[config.mk]
export PLATFORM = sky130hd
export DESIGN_NAME = conv_layer_acc
export DESIGN_NICKNAME = d
export VERILOG_FILES = /design/src/rtl/conv_layer_acc_pkg.sv /design/src/rtl/conv_layer_acc_dot.sv /design/src/rtl/conv_layer_acc.sv
export SDC_FILE = /design/constraint.sdc
export NUM_CORES = 1
export LEC_CHECK = 0
export CAP_MARGIN = 20
export CORE_MARGIN = 1
export CORE_UTILIZATION = 26
export DETAILED_ROUTE_END_ITERATION = 8
export PLACE_DENSITY = 0.53
export SLEW_MARGIN = 10
export SYNTH_ARGS = -nofsm -noshare
export SYNTH_HDL_FRONTEND = slang
export SYNTH_SLANG_ARGS = --single-unit
[constraint.sdc]
create_clock -name clk -period 9.75 [get_ports clk]
set_clock_uncertainty 0.1 [all_clocks]
set_input_delay 1.4625 -clock clk [delete_from_list [all_inputs] [get_ports clk]]
set_output_delay 1.4625 -clock clk [all_outputs]
set_load 0.01 [all_outputs]
[src/rtl/conv_layer_acc_pkg.sv]
// Shared helpers for the conv_layer_acc MAC: width arithmetic,
// saturation-bound shift and the per-beat tag layout.
package conv_layer_acc_pkg;

  // Ceiling log2; clog2(1) is 0 so a 1x1 kernel or CIN=1 adds no bits.
  function automatic int clog2(input int v);
    int r;
    r = 0;
    for (int p = 1; p < v; p = p * 2) r++;
    return r;
  endfunction

  // Width of the registered adder-tree sum of KERNEL^2 products.
  function automatic int tree_w(input int n, input int m, input int k);
    return n + m + clog2(k * k);
  endfunction

  // Accumulator width; two spare bits keep bias + CIN tree sums in range.
  function automatic int acc_w(input int n, input int m, input int k, input int cin);
    return tree_w(n, m, k) + clog2(cin) + 2;
  endfunction

  // Bit position of the saturation limit: 2^sh - 1 is the largest output.
  function automatic int sat_shift(input int out_w, input int sgn);
    return (sgn != 0) ? out_w - 1 : out_w;
  endfunction

  // Control tags that ride along with every beat through the pipeline.
  typedef struct packed {
    logic first;
    logic last;
  } beat_tag_t;

endpackage

[src/rtl/conv_layer_acc_dot.sv]
// conv_dot_kxk: KxK dot product in two registered stages.
// S1 registers the KERNEL^2 products, S2 registers the adder-tree sum.
// A valid bit and an opaque tag vector travel alongside the data.
module conv_dot_kxk
  import conv_layer_acc_pkg::*;
#(
  parameter int KERNEL = 3,
  parameter int N      = 4,
  parameter int M      = 4,
  parameter int SIGNED = 0,
  parameter int TAG_W  = 1
) (
  input  logic                                clk,
  input  logic                                rst,
  input  logic                                valid_in,
  input  logic [TAG_W-1:0]                    tag_in,
  input  logic [KERNEL*KERNEL*N-1:0]          data,
  input  logic [KERNEL*KERNEL*M-1:0]          w,
  output logic                                valid_out,
  output logic [TAG_W-1:0]                    tag_out,
  output logic [tree_w(N, M, KERNEL)-1:0]     sum
);

  localparam int KK = KERNEL * KERNEL;
  localparam int PW = N + M;
  localparam int TW = tree_w(N, M, KERNEL);

  logic [PW-1:0]    prod_c [KK];
  logic [PW-1:0]    prod_q [KK];
  logic             valid1;
  logic [TAG_W-1:0] tag1;
  logic [TW-1:0]    sum_c;

  // Element-wise products, extended to N+M bits before multiplying so the low bits are exact.
  always_comb begin
    for (int i = 0; i < KK; i++) begin
      if (SIGNED != 0) prod_c[i] = PW'($signed(data[i*N +: N])) * PW'($signed(w[i*M +: M]));
      else             prod_c[i] = PW'(data[i*N +: N]) * PW'(w[i*M +: M]);
    end
  end

  // S1 valid tag; cleared by reset so in-flight beats are dropped.
  always_ff @(posedge clk) begin
    if (rst) valid1 <= 1'b0;
    else     valid1 <= valid_in;
  end

  // S1 product and tag registers (datapath, no reset needed).
  always_ff @(posedge clk) begin
    prod_q <= prod_c;
    tag1   <= tag_in;
  end

  // Adder tree over the registered products, sign-extending in signed mode.
  always_comb begin
    sum_c = '0;
    for (int i = 0; i < KK; i++) begin
      if (SIGNED != 0) sum_c = sum_c + TW'($signed(prod_q[i]));
      else             sum_c = sum_c + TW'(prod_q[i]);
    end
  end

  // S2 valid tag.
  always_ff @(posedge clk) begin
    if (rst) valid_out <= 1'b0;
    else     valid_out <= valid1;
  end

  // S2 sum and tag registers.
  always_ff @(posedge clk) begin
    sum     <= sum_c;
    tag_out <= tag1;
  end

endmodule

[src/rtl/conv_layer_acc.sv]
// conv_layer_acc: multi-channel KxK convolution MAC.
// Beats (one input channel each) are accumulated over CIN channels, the
// bias is added on the first beat, and the pixel is saturated to OUT_W bits.
// Optional feature macro: CONV_ACC_RELU_EN (negative results output 0, signed mode only).
//
// Handshake: en_in is a valid-only strobe with no back-pressure; every cycle
// with en_in=1 is an accepted beat. en_out is a one-cycle valid for d_out and
// sat_out; d_out holds its value between pulses.
module conv_layer_acc
  import conv_layer_acc_pkg::*;
#(
  parameter int KERNEL = 3,
  parameter int N      = 4,
  parameter int M      = 4,
  parameter int CIN    = 4,
  parameter int SIGNED = 0,
  parameter int B_W    = 8,
  parameter int OUT_W  = N + M + 5
) (
  input  logic                       clk,
  input  logic                       rst,
  input  logic                       start_in,
  input  logic                       en_in,
  input  logic [KERNEL*KERNEL*N-1:0] data2conv,
  input  logic [KERNEL*KERNEL*M-1:0] w,
  input  logic [B_W-1:0]             bias,
  output logic [OUT_W-1:0]           d_out,
  output logic                       en_out,
  output logic                       sat_out
);

  localparam int KK     = KERNEL * KERNEL;
  localparam int TREE_W = tree_w(N, M, KERNEL);
  localparam int ACC_W  = acc_w(N, M, KERNEL, CIN);
  localparam int CNT_W  = (CIN > 1) ? clog2(CIN) : 1;
  localparam int FLAG_W = $bits(beat_tag_t);
  localparam int TAG_W  = FLAG_W + B_W;
  // Comparison width: one bit wider than either side so both bounds are representable.
  localparam int WW     = ((ACC_W > OUT_W) ? ACC_W : OUT_W) + 1;
  localparam int SH     = sat_shift(OUT_W, SIGNED);
  localparam logic signed [WW-1:0] SAT_HI = (WW'(1) << SH) - WW'(1);
  localparam logic signed [WW-1:0] SAT_LO = (SIGNED != 0) ? -(WW'(1) << SH) : '0;

  // Channel counter and beat classification
  logic [CNT_W-1:0] ch_cnt;
  logic [CNT_W-1:0] pos;
  logic             is_first;
  logic             is_last;

  // Input stage registers
  logic                  s0_valid;
  logic [KK*N-1:0]       s0_data;
  logic [KK*M-1:0]       s0_w;
  logic [TAG_W-1:0]      s0_tag;

  // Dot-product outputs (S2)
  logic                  s2_valid;
  logic [TAG_W-1:0]      s2_tag;
  logic [TREE_W-1:0]     s2_sum;
  beat_tag_t             s2_flags;
  logic [B_W-1:0]        s2_bias;

  // Accumulator stage (S3)
  logic [ACC_W-1:0]      acc;
  logic [ACC_W-1:0]      bias_ext;
  logic [ACC_W-1:0]      tree_ext;
  logic [ACC_W-1:0]      base;
  logic [ACC_W-1:0]      total;
  logic signed [WW-1:0]  wide;
  logic [OUT_W-1:0]      res;
  logic                  res_sat;

  // Position of the current beat inside its pixel; start_in restarts at channel 0.
  always_comb begin
    is_first = (ch_cnt == '0) || start_in;
    pos      = is_first ? '0 : ch_cnt;
    is_last  = (pos == CNT_W'(CIN - 1));
  end

  // Channel counter: advances only on accepted beats, wraps after the last channel.
  always_ff @(posedge clk) begin
    if (rst)        ch_cnt <= '0;
    else if (en_in) ch_cnt <= is_last ? '0 : pos + CNT_W'(1);
  end

  // Input valid tag.
  always_ff @(posedge clk) begin
    if (rst) s0_valid <= 1'b0;
    else     s0_valid <= en_in;
  end

  // Register the beat together with its first/last/bias tags.
  always_ff @(posedge clk) begin
    s0_data <= data2conv;
    s0_w    <= w;
    s0_tag  <= {beat_tag_t'{first: is_first, last: is_last}, bias};
  end

  conv_dot_kxk #(
    .KERNEL (KERNEL),
    .N      (N),
    .M      (M),
    .SIGNED (SIGNED),
    .TAG_W  (TAG_W)
  ) u_dot (
    .clk       (clk),
    .rst       (rst),
    .valid_in  (s0_valid),
    .tag_in    (s0_tag),
    .data      (s0_data),
    .w         (s0_w),
    .valid_out (s2_valid),
    .tag_out   (s2_tag),
    .sum       (s2_sum)
  );

  assign s2_flags = s2_tag[TAG_W-1 -: FLAG_W];
  assign s2_bias  = s2_tag[B_W-1:0];

  // Accumulate, then saturate (and optionally rectify) the pixel sum.
  always_comb begin
    if (SIGNED != 0) begin
      bias_ext = ACC_W'($signed(s2_bias));
      tree_ext = ACC_W'($signed(s2_sum));
    end else begin
      bias_ext = ACC_W'(s2_bias);
      tree_ext = ACC_W'(s2_sum);
    end
    base  = s2_flags.first ? bias_ext : acc;
    total = base + tree_ext;
    if (SIGNED != 0) wide = WW'($signed(total));
    else             wide = WW'(total);
    res     = wide[OUT_W-1:0];
    res_sat = 1'b0;
    if (wide > SAT_HI) begin
      res     = SAT_HI[OUT_W-1:0];
      res_sat = 1'b1;
    end else if (wide < SAT_LO) begin
      res     = SAT_LO[OUT_W-1:0];
      res_sat = 1'b1;
    end
`ifdef CONV_ACC_RELU_EN
    if ((SIGNED != 0) && (wide < 0)) begin
      res     = '0;
      res_sat = 1'b0;
    end
`else
`endif
  end

  // S3: accumulator update and output pulse on the last beat of a pixel.
  always_ff @(posedge clk) begin
    if (rst) begin
      acc     <= '0;
      d_out   <= '0;
      en_out  <= 1'b0;
      sat_out <= 1'b0;
    end else begin
      en_out  <= 1'b0;
      sat_out <= 1'b0;
      if (s2_valid) begin
        acc <= total;
        if (s2_flags.last) begin
          d_out   <= res;
          en_out  <= 1'b1;
          sat_out <= res_sat;
        end
      end
    end
  end

endmodule
# Word level (Yosys, flattened, before mapping)
# Cells that the tools add are included.
[totals] output_inout_bits=15 regBits=222
[classes] multipliers=9 mux=8 bitwise=2 magnitude_cmp=2 n_reduce_logical=5 n_eq_ne=1 n_addsub=10
[op_table] operator="$add 12x8->12" count=7
[op_table] operator="$mul 4x4->8" count=9
[op_table] operator="$mux 13" count=2
[op_table] operator="$add 16x12->16" count=1
[op_table] operator="$gt 16x13->1 const B" count=1
[op_table] operator="$lt 16x1->1 const B" count=1
[op_table] operator="$mux 16" count=1
[op_table] operator="$add 8x8->9" count=1
[op_table] operator="$mux 2" count=2
[op_table] operator="$mux 1" count=3
[op_table] operator="$reduce_or 3->1" count=1
[op_table] operator="$add 2x1->2 const B" count=1
[op_table] operator="$eq 2x2->1 const B" count=1
[op_table] operator="$logic_not 2->1" count=1
[op_table] operator="$not 1->1" count=2
[op_table] operator="$reduce_and 2->1" count=1
[op_table] operator="$reduce_or 2->1" count=1
[op_table] operator="$logic_or 1x1->1" count=1

# Depth between registers and ports, before layout
# Gate-level depths: netlist (run 1).
[logic_depth] word_depth=8 mapped_depth=21 mapped_depth_nobuf=21

# Hierarchy
# A second synthesis (run 1) with hierarchy kept.
[unflattened] cells_unflattened=1096 hier_area_um2=11586.1
[by_module_without_submodules] mod="conv_dot_kxk" n_inst=1 area_per_inst_um2=7731.2 seq_area_each_um2=2122.0 cells_each=760
[by_module_without_submodules] mod="conv_layer_acc" n_inst=1 area_per_inst_um2=3854.9 seq_area_each_um2=2322.2 cells_each=336

# Least setup slack after synthesis (run 1)
# No wires, ideal clock.
[synth_timing] path_kind="reg-to-reg" from="register u_dot.prod_q[56] in the netlist's numbering" to="register u_dot.sum[10]" arrival_ns=4.631 path_stages_with_launch=21 slack_ns=4.893 path_cell_list="dfxtp_1 -> ha_1 -> inv_1 -> fa_1 -> inv_1 -> a21oi_1 -> o21ai_0 -> xor2_1 -> fa_1 -> inv_1 -> fa_1 -> fa_1 -> fa_1 -> inv_1 -> ha_1 -> a21o_1 -> a21oi_1 -> o21bai_1 -> a21oi_1 -> o21ai_0 -> xor2_1"
[synth_via] elab_chain_cells=8
[synth_lines] item="from (decl)" line_no="conv_layer_acc_dot.sv:29" rtl="logic [PW-1:0] prod_q [KK];"
[synth_lines] item="from (signal assigned)" line_no="conv_layer_acc_dot.sv:50" rtl="prod_q <= prod_c;"
[synth_lines] item="$add 8x8->9" line_no="conv_layer_acc_dot.sv:59" rtl="else sum_c = sum_c + TW'(prod_q[i]);"
[synth_lines] item="$add 12x8->12 (7 in series)" line_no="conv_layer_acc_dot.sv:59"
[synth_lines] item="net u_dot.sum_c[10]" line_no="conv_layer_acc_dot.sv:32" rtl="logic [TW-1:0] sum_c;"
[synth_lines] item="to (signal assigned)" line_no="conv_layer_acc_dot.sv:71" rtl="sum <= sum_c;"
[synth_lines] item="to (decl)" line_no="conv_layer_acc_dot.sv:21" rtl="output logic [tree_w(N, M, KERNEL)-1:0] sum"
# The timed path passes the listed nets, and every way through them passes these cells.
# A chain may end at the register's enable or synchronous reset.

# Worst setup path after layout (run 1)
# Ends and elaborated chain as after synthesis.

==> flow_summary_export.csv, run 1 <==
group,metric,value,unit
run_status,outcome,"finished clean",
global_routing,grt_max_degree,36,
min_path,hold_class,"reg2reg",
global_routing,grt_pass1_vias,7412,
clock_network,cts_resized,0,
timing,maxSlewHeadroom,32.4,%
critical_path,startpoint_type,"register",
synthesis,yosys.area.top_type,"dfxtp_1",
clock_network,clkTransAtPathRegs,60,ps
synthesis,async_reset_ff_share,0,%
critical_path,worst_path_most_repeated_cell,"fa_1",
clock_network,post-cts-setup-buffer-count,0,
final_layout,final_nets,1486,
final_layout,diodes,0,
timing,rsz0062_at_grt,"no",
critical_path,cp.required,10080,ps
route,routed_wl,21300,um
floorplanning,rows,76,
global_routing,antenna_found_initial,0,
power_and_ir_drop,vdd_drop_max,413,uV
clock_network,htree_levels,1,
final_layout,areaGrowthSynthToFinish,23.1,%
floorplanning,die_y,211,um
route,vias,7033,
clock_network,clk_latency,550,ps
synthesis,synth_nets,1367,
timing,fin_setup_tns,0,ps
synthesis,synth_top_area_share,39.2,%
clock_network,clkSinkCount,222,
synthesis,yosys_warnings,0,
timing,maxSlewViolCount,0,
placed_design,dpl.hpwl,17000,um
critical_path,arrival,5470,ps
timing,timing.final.hold_violations,0,
global_routing,overflow,0,
power_and_ir_drop,power.density,352,nW/um2
synthesis,synth_most_common_cell,"dfxtp_1",
route,wl_per_cell,12.0,um
critical_path,cp_slowest_cell,"fa_1",
floorplanning,io_pins,99,
route,wl_met2,9840,um
placed_design,place.gp.congestion,0.830,
critical_path,cpPeakStageDelay,550,ps
route,met3_length,833,um
synthesis,ys_ff_latch,222,
route,postRouteAntennaNets,0,
timing,final-setup-viol-count,0,
timing,worstMarginPinSlew,1010,ps
synthesis,yosysSeqAreaShare,39.2,%
synthesis,synth_edf_count,0,
timing,period_share,52.8,%
route,drt_pass1_iterations,4,
synthesis,synth.distinct_cells,47,
power_and_ir_drop,power_leakage,0.00654,uW
timing,fmax,0.194,GHz
clock_network,cts_tree,"yes",
synthesis,synthesis.area,11300,um2
final_layout,fillerInstances,4367,
synthesis,synth_top_flop_cell,"dfxtp_1",
synthesis,synth.top_cells.by_area,"dfxtp_1 39%, ha_1 16%, fa_1 15%",
synthesis,synth_common_cells,"222 x dfxtp_1, 153 x inv_1, 142 x ha_1, 93 x and2_1, 85 x fa_1",
global_routing,grt.total_usage,10.0,%
route,top_layer_used,"met4",
global_routing,grt_pass1_wl,35600,um
placed_design,io_buffers,98,
floorplanning,core,43100,um2
clock_network,cts_buffers,28,
critical_path,cp_cell_sequence,"ha_1 -> inv_1 -> fa_1 -> inv_1 -> a21oi_1 -> o21ai_0 -> xor2_1 -> fa_1 -> inv_1 -> fa_1 -> fa_1 -> fa_1 -> inv_1 -> ha_1 -> a21o_1 -> a21oi_1 -> o21bai_1 -> a21oi_1 -> o21ai_0 -> xor2_1",
floorplanning,die_x,211,um
route,drc,0,
critical_path,worst-setup-path-type,"reg2reg",
clock_network,cts_root_buffer,"clkbuf_16",
critical_path,crit_path_end_kind,"register",
route,wl_met1,9910,um
floorplanning,fp.dieArea,44400,um2
timing,period_needed,5150,ps
floorplanning,start_util,26.3,%
power_and_ir_drop,total_power,4910,uW
synthesis,synthCells,1056,
final_layout,drive_gt1_share,4.94,%
critical_path,path_max_fanout,3,
route,first_iter_violations,193,
clock_network,cts_buffer_depth,3,
clock_network,cts-hold-fix-buffers,0,
route,vias_per_cell,3.95,
synthesis,synth_area_per_cell,10.7,um2
job,cap_violations,0,
==> routing by layer <==
metal	vias to the layer above	GRT usage (%)
met5	-	0
met4	0	3.75
met3	46	2.08
met2	110	16.8
met1	3257	12.6
li1	3620	-
==> sequential cells by signal (all words and copies together), names as in the netlist, 2 cells and up <==
signal,count
s0_data,36
u_dot.prod_q,72
s0_w,36
s0_tag,10
ch_cnt,2
acc,16
d_out,13
u_dot.tag1,10
u_dot.sum,12
u_dot.tag_out,10
==> critical path: cells and delay by family (launching register included) <==
kind	cells	cell delay (ps)
compound gates	7	1170
xor+xnor	2	290
buf+inv	4	230
fa+ha+maj	7	2930
flops	1	310
==> final cells by class <==
| class | count | area (um2) | share of cell area [%] |
|---|---|---|---|
| clock buffer | 38 | 810 | 5.80 |
| tap | 585 | 732 | 5.24 |
| sequential | 222 | 4440 | 31.8 |
| inverter | 153 | 574 | 4.11 |
| multi-input combinational | 670 | 6250 | 44.8 |
| clock inverter | 12 | 151 | 1.08 |
| timing repair buffer | 100 | 996 | 7.14 |
==> layout by cell type, fill, tap and decap left out, types with 3 or more instances in the layout <==
master / count
dfxtp_1: 222
inv_1: 153
ha_1: 142
clkdlybuf4s50_1: 98
and2_1: 93
fa_1: 85
nand2_1: 72
a21oi_1: 48
xnor2_1: 38
nor2_1: 37
clkbuf_16: 29
a21o_1: 26
xor2_1: 21
nor2b_1: 16
o21ai_0: 15
a211oi_1: 15
mux2i_1: 13
o21bai_1: 12
mux2_2: 5
clkinvlp_4: 5
clkbuf_8: 5
clkbuf_1: 4
and2b_1: 3
nand2b_1: 3
a21boi_0: 3
clkinv_2: 3
bufinv_16: 3
==> through the flow <==
step                area (um2)  hold slack [ps]  std cells  util, %  worst slack, ps
floorplan                11300              210       1056        -             4890
global placement         13000              214       1730     30.2             4680
detailed placement       13000              212       1730     30.2             4560
CTS                      14000              216       1780     32.4             4550
global route             14000              231       1780     32.4             4330
finish                   14000              216       1780     32.4             4600
==> path summary, 6_finish.rpt <==
check | from | to | slack (ps) | cells past startpoint
worst max-delay path | u_dot.prod_q[56] | u_dot.sum[10] | 4600 | 20
worst min-delay path | u_dot.tag1[5] | u_dot.tag_out[5] | 220 | 0
worst max register to register | u_dot.prod_q[56] | u_dot.sum[10] | 4600 | 20
worst min register to register | u_dot.tag1[5] | u_dot.tag_out[5] | 220 | 0
==> power by group <==
part           switching (uW)  internal (uW)
clock                     394            658
combinational            1450           1270
sequential               62.8           1080
==> cell families after synthesis <==
kind of cell,after synthesis,share of synthesized area [%]
adders and majority gates,227,30.7
muxes,19,1.78
xor gates and xnor gates,59,4.56
and+or+nand+nor,229,10.4
DFF,222,39.2
AOI/OAI and AO/OA,136,7.73
buffers and inverters,164,5.64
Note: power is estimated with default switching activity, not from simulation.
==> run 2: changes to the inputs <==
==> constraint.sdc (replaced) <==
create_clock -name clk -period 5.4 [get_ports clk]
set_clock_uncertainty 0.1 [all_clocks]
set_input_delay 0.81 -clock clk [delete_from_list [all_inputs] [get_ports clk]]
set_output_delay 0.81 -clock clk [all_outputs]
set_load 0.01 [all_outputs]
==> run 2 against run 1 <==
Critical path depth unchanged. Hold slack improved by 6.2 ps. Non-clock buffer count increased by 1. Clock power increased by 74%. Critical endpoint is now u_dot.sum[11]. Largest cell class unchanged.
==> flow_summary_export.csv, run 2 (synthesized netlist as in run 1, its figures left out) <==
group,metric,value,unit
critical_path,worst-setup-path-type,"reg2reg",
clock_network,post-cts-setup-buffer-count,0,
min_path,min_from,"u_dot.tag1[5]",
critical_path,rr_worst_depth,20,
critical_path,reg2reg_from,"u_dot.prod_q[64]",
timing,fmax,0.199,GHz
critical_path,crit_buf_inv,4,
clock_network,clkTransAtPathRegs,60,ps
final_layout,reg_top3,"u_dot.prod_q x72, s0_data x36, s0_w x36",
critical_path,r2r_end,"u_dot.sum[11]",
critical_path,startpoint_type,"register",
route,vias_per_cell,3.95,
critical_path,cp_top_family,"adder cells",
clock_network,clk_latency,550,ps
clock_network,cts_resized,0,
final_layout,fillerInstances,4409,
timing,period_share,93.2,%
clock_network,cts_buffers,28,
final_layout,drive_gt1_share,5.26,%
placed_design,io_buffers,98,
final_layout,layout_common_cells,"222 x dfxtp_1, 153 x inv_1, 142 x ha_1",
route,vias,7033,
clock_network,clkSinkCount,222,
min_path,holdPathStages,0,
critical_path,crit_path_end_kind,"register",
critical_path,worst_path_most_repeated_cell,"fa_1",
global_routing,grt_pass1_wl,36000,um
floorplanning,die_x,211,um
power_and_ir_drop,vdd_drop_max,772,uV
floorplanning,fp.dieArea,44400,um2
critical_path,path_max_fanout,3,
clock_network,cts_tree,"yes",
global_routing,grt_use_met3,2.19,%
critical_path,arrival,5360,ps
global_routing,grt_use_met2,17.2,%
critical_path,cp.required,5730,ps
min_path,hold_class,"reg2reg",
floorplanning,die_y,211,um
final_layout,diodes,0,
global_routing,antenna_found_initial,0,
timing,rsz0062_at_grt,"no",
power_and_ir_drop,power.density,643,nW/um2
floorplanning,io_pins,99,
critical_path,critPathLaunch,"u_dot.prod_q[64]",
power_and_ir_drop,total_power,8970,uW
route,drc,0,
global_routing,met1_usage,12.5,%
final_layout,regMostFlops,"u_dot.prod_q",
critical_path,cp_cell_sequence,"ha_1 -> inv_1 -> fa_1 -> inv_1 -> a21oi_1 -> o21ai_1 -> xor2_1 -> fa_1 -> inv_1 -> fa_1 -> fa_1 -> fa_1 -> inv_1 -> ha_1 -> a21oi_1 -> o21bai_1 -> a21oi_1 -> o21ai_0 -> a21oi_1 -> nor2b_1",
critical_path,regToRegSetupSlack,370,ps
floorplanning,rows,76,
timing,fin_setup_tns,0,ps
global_routing,overflow,0,
route,routed_wl,21300,um
final_layout,layout_commonest_cell,"dfxtp_1",
global_routing,grt_max_degree,36,
critical_path,crit_cells,20,
placed_design,place.gp.congestion,0.834,
power_and_ir_drop,power_leakage,0.00655,uW
job,cap_violations,0,
route,first_iter_violations,203,
global_routing,busiest_layer,"met2",
clock_network,cts_root_buffer,"clkbuf_16",
floorplanning,start_util,26.3,%
final_layout,largest_reg_flops,72,
global_routing,grt.total_usage,10.0,%
route,wl_per_cell,12.0,um
timing,final-setup-viol-count,0,
route,postRouteAntennaNets,0,
final_layout,final_nets,1487,
timing,worstMarginPinSlew,1070,ps
timing,maxSlewViolCount,0,
run_status,outcome,"finished clean",
timing,period_needed,5030,ps
clock_network,cts-hold-fix-buffers,0,
final_layout,areaGrowthSynthToFinish,23.0,%
min_path,hold_end,"u_dot.tag_out[5]",
placed_design,dpl.hpwl,17100,um
timing,timing.final.hold_violations,0,
final_layout,final_util,32.4,%
timing,maxSlewHeadroom,28.8,%
clock_network,htree_levels,1,
global_routing,grt_pass1_vias,7518,
clock_network,cts_buffer_depth,3,
critical_path,cpPeakStageDelay,540,ps
critical_path,cp_slowest_cell,"fa_1",
floorplanning,core,43100,um2
route,drt_pass1_iterations,4,
[run 2: routing by layer]
metal  vias up  routed length [um]
li1       3623                   -
met1      3269                9810
met2        98               10000
met3        43                 947
met4         0                 553
met5         -                   0
[run 2: through the flow]
stage | std cells | instance area (um2) | hold slack [ps] | worst slack [ps]
after CTS | 1782 | 13900 | 224 | 204
final | 1782 | 13900 | 223 | 366
after detailed placement | 1731 | 13000 | 212 | 229
after floorplan | 1056 | 11300 | 210 | 543
after global placement | 1731 | 13000 | 214 | 331
after global routing | 1782 | 13900 | 231 | 48.0
[run 2: where the power goes]
part / switching (uW) / internal [uW] / leakage, uW
logic: 2760 / 2320 / 0.00424
clock network: 710 / 1120 / 0.000459
registers: 113 / 1950 / 0.00185
total: 3580 / 5390 / 0.00655
[run 2: cell type report]
class	instances	area [um2]	area share, %
clock inverter	12	98.8	0.709
tap	585	732	5.25
clock buffer	39	833	5.98
timing repair buffer	101	1000	7.20
sequential	222	4440	31.9
multi-input combinational	670	6250	44.9
inverter	153	574	4.12
[run 2: how the worst max path moves through the flow]
stage,end,slack [ps]
CTS,u_dot.sum[10],200
detailed placement,u_dot.sum[10],230
finish,u_dot.sum[11],370
floorplan,u_dot.sum[10],540
global route,u_dot.sum[10],50
global placement,u_dot.sum[10],330
==> run 3: changes to the inputs <==
--- a/config.mk
+++ b/config.mk
@@ -5,7 +5,7 @@
 export SDC_FILE = /design/constraint.sdc
 export NUM_CORES = 1
 export LEC_CHECK = 0
-export CAP_MARGIN = 20
+export CAP_MARGIN = 15
 export CORE_MARGIN = 1
 export CORE_UTILIZATION = 26
 export DETAILED_ROUTE_END_ITERATION = 8
==> results of run 3 <==
Final layout, timing and power as in run 2 (identical DEF).
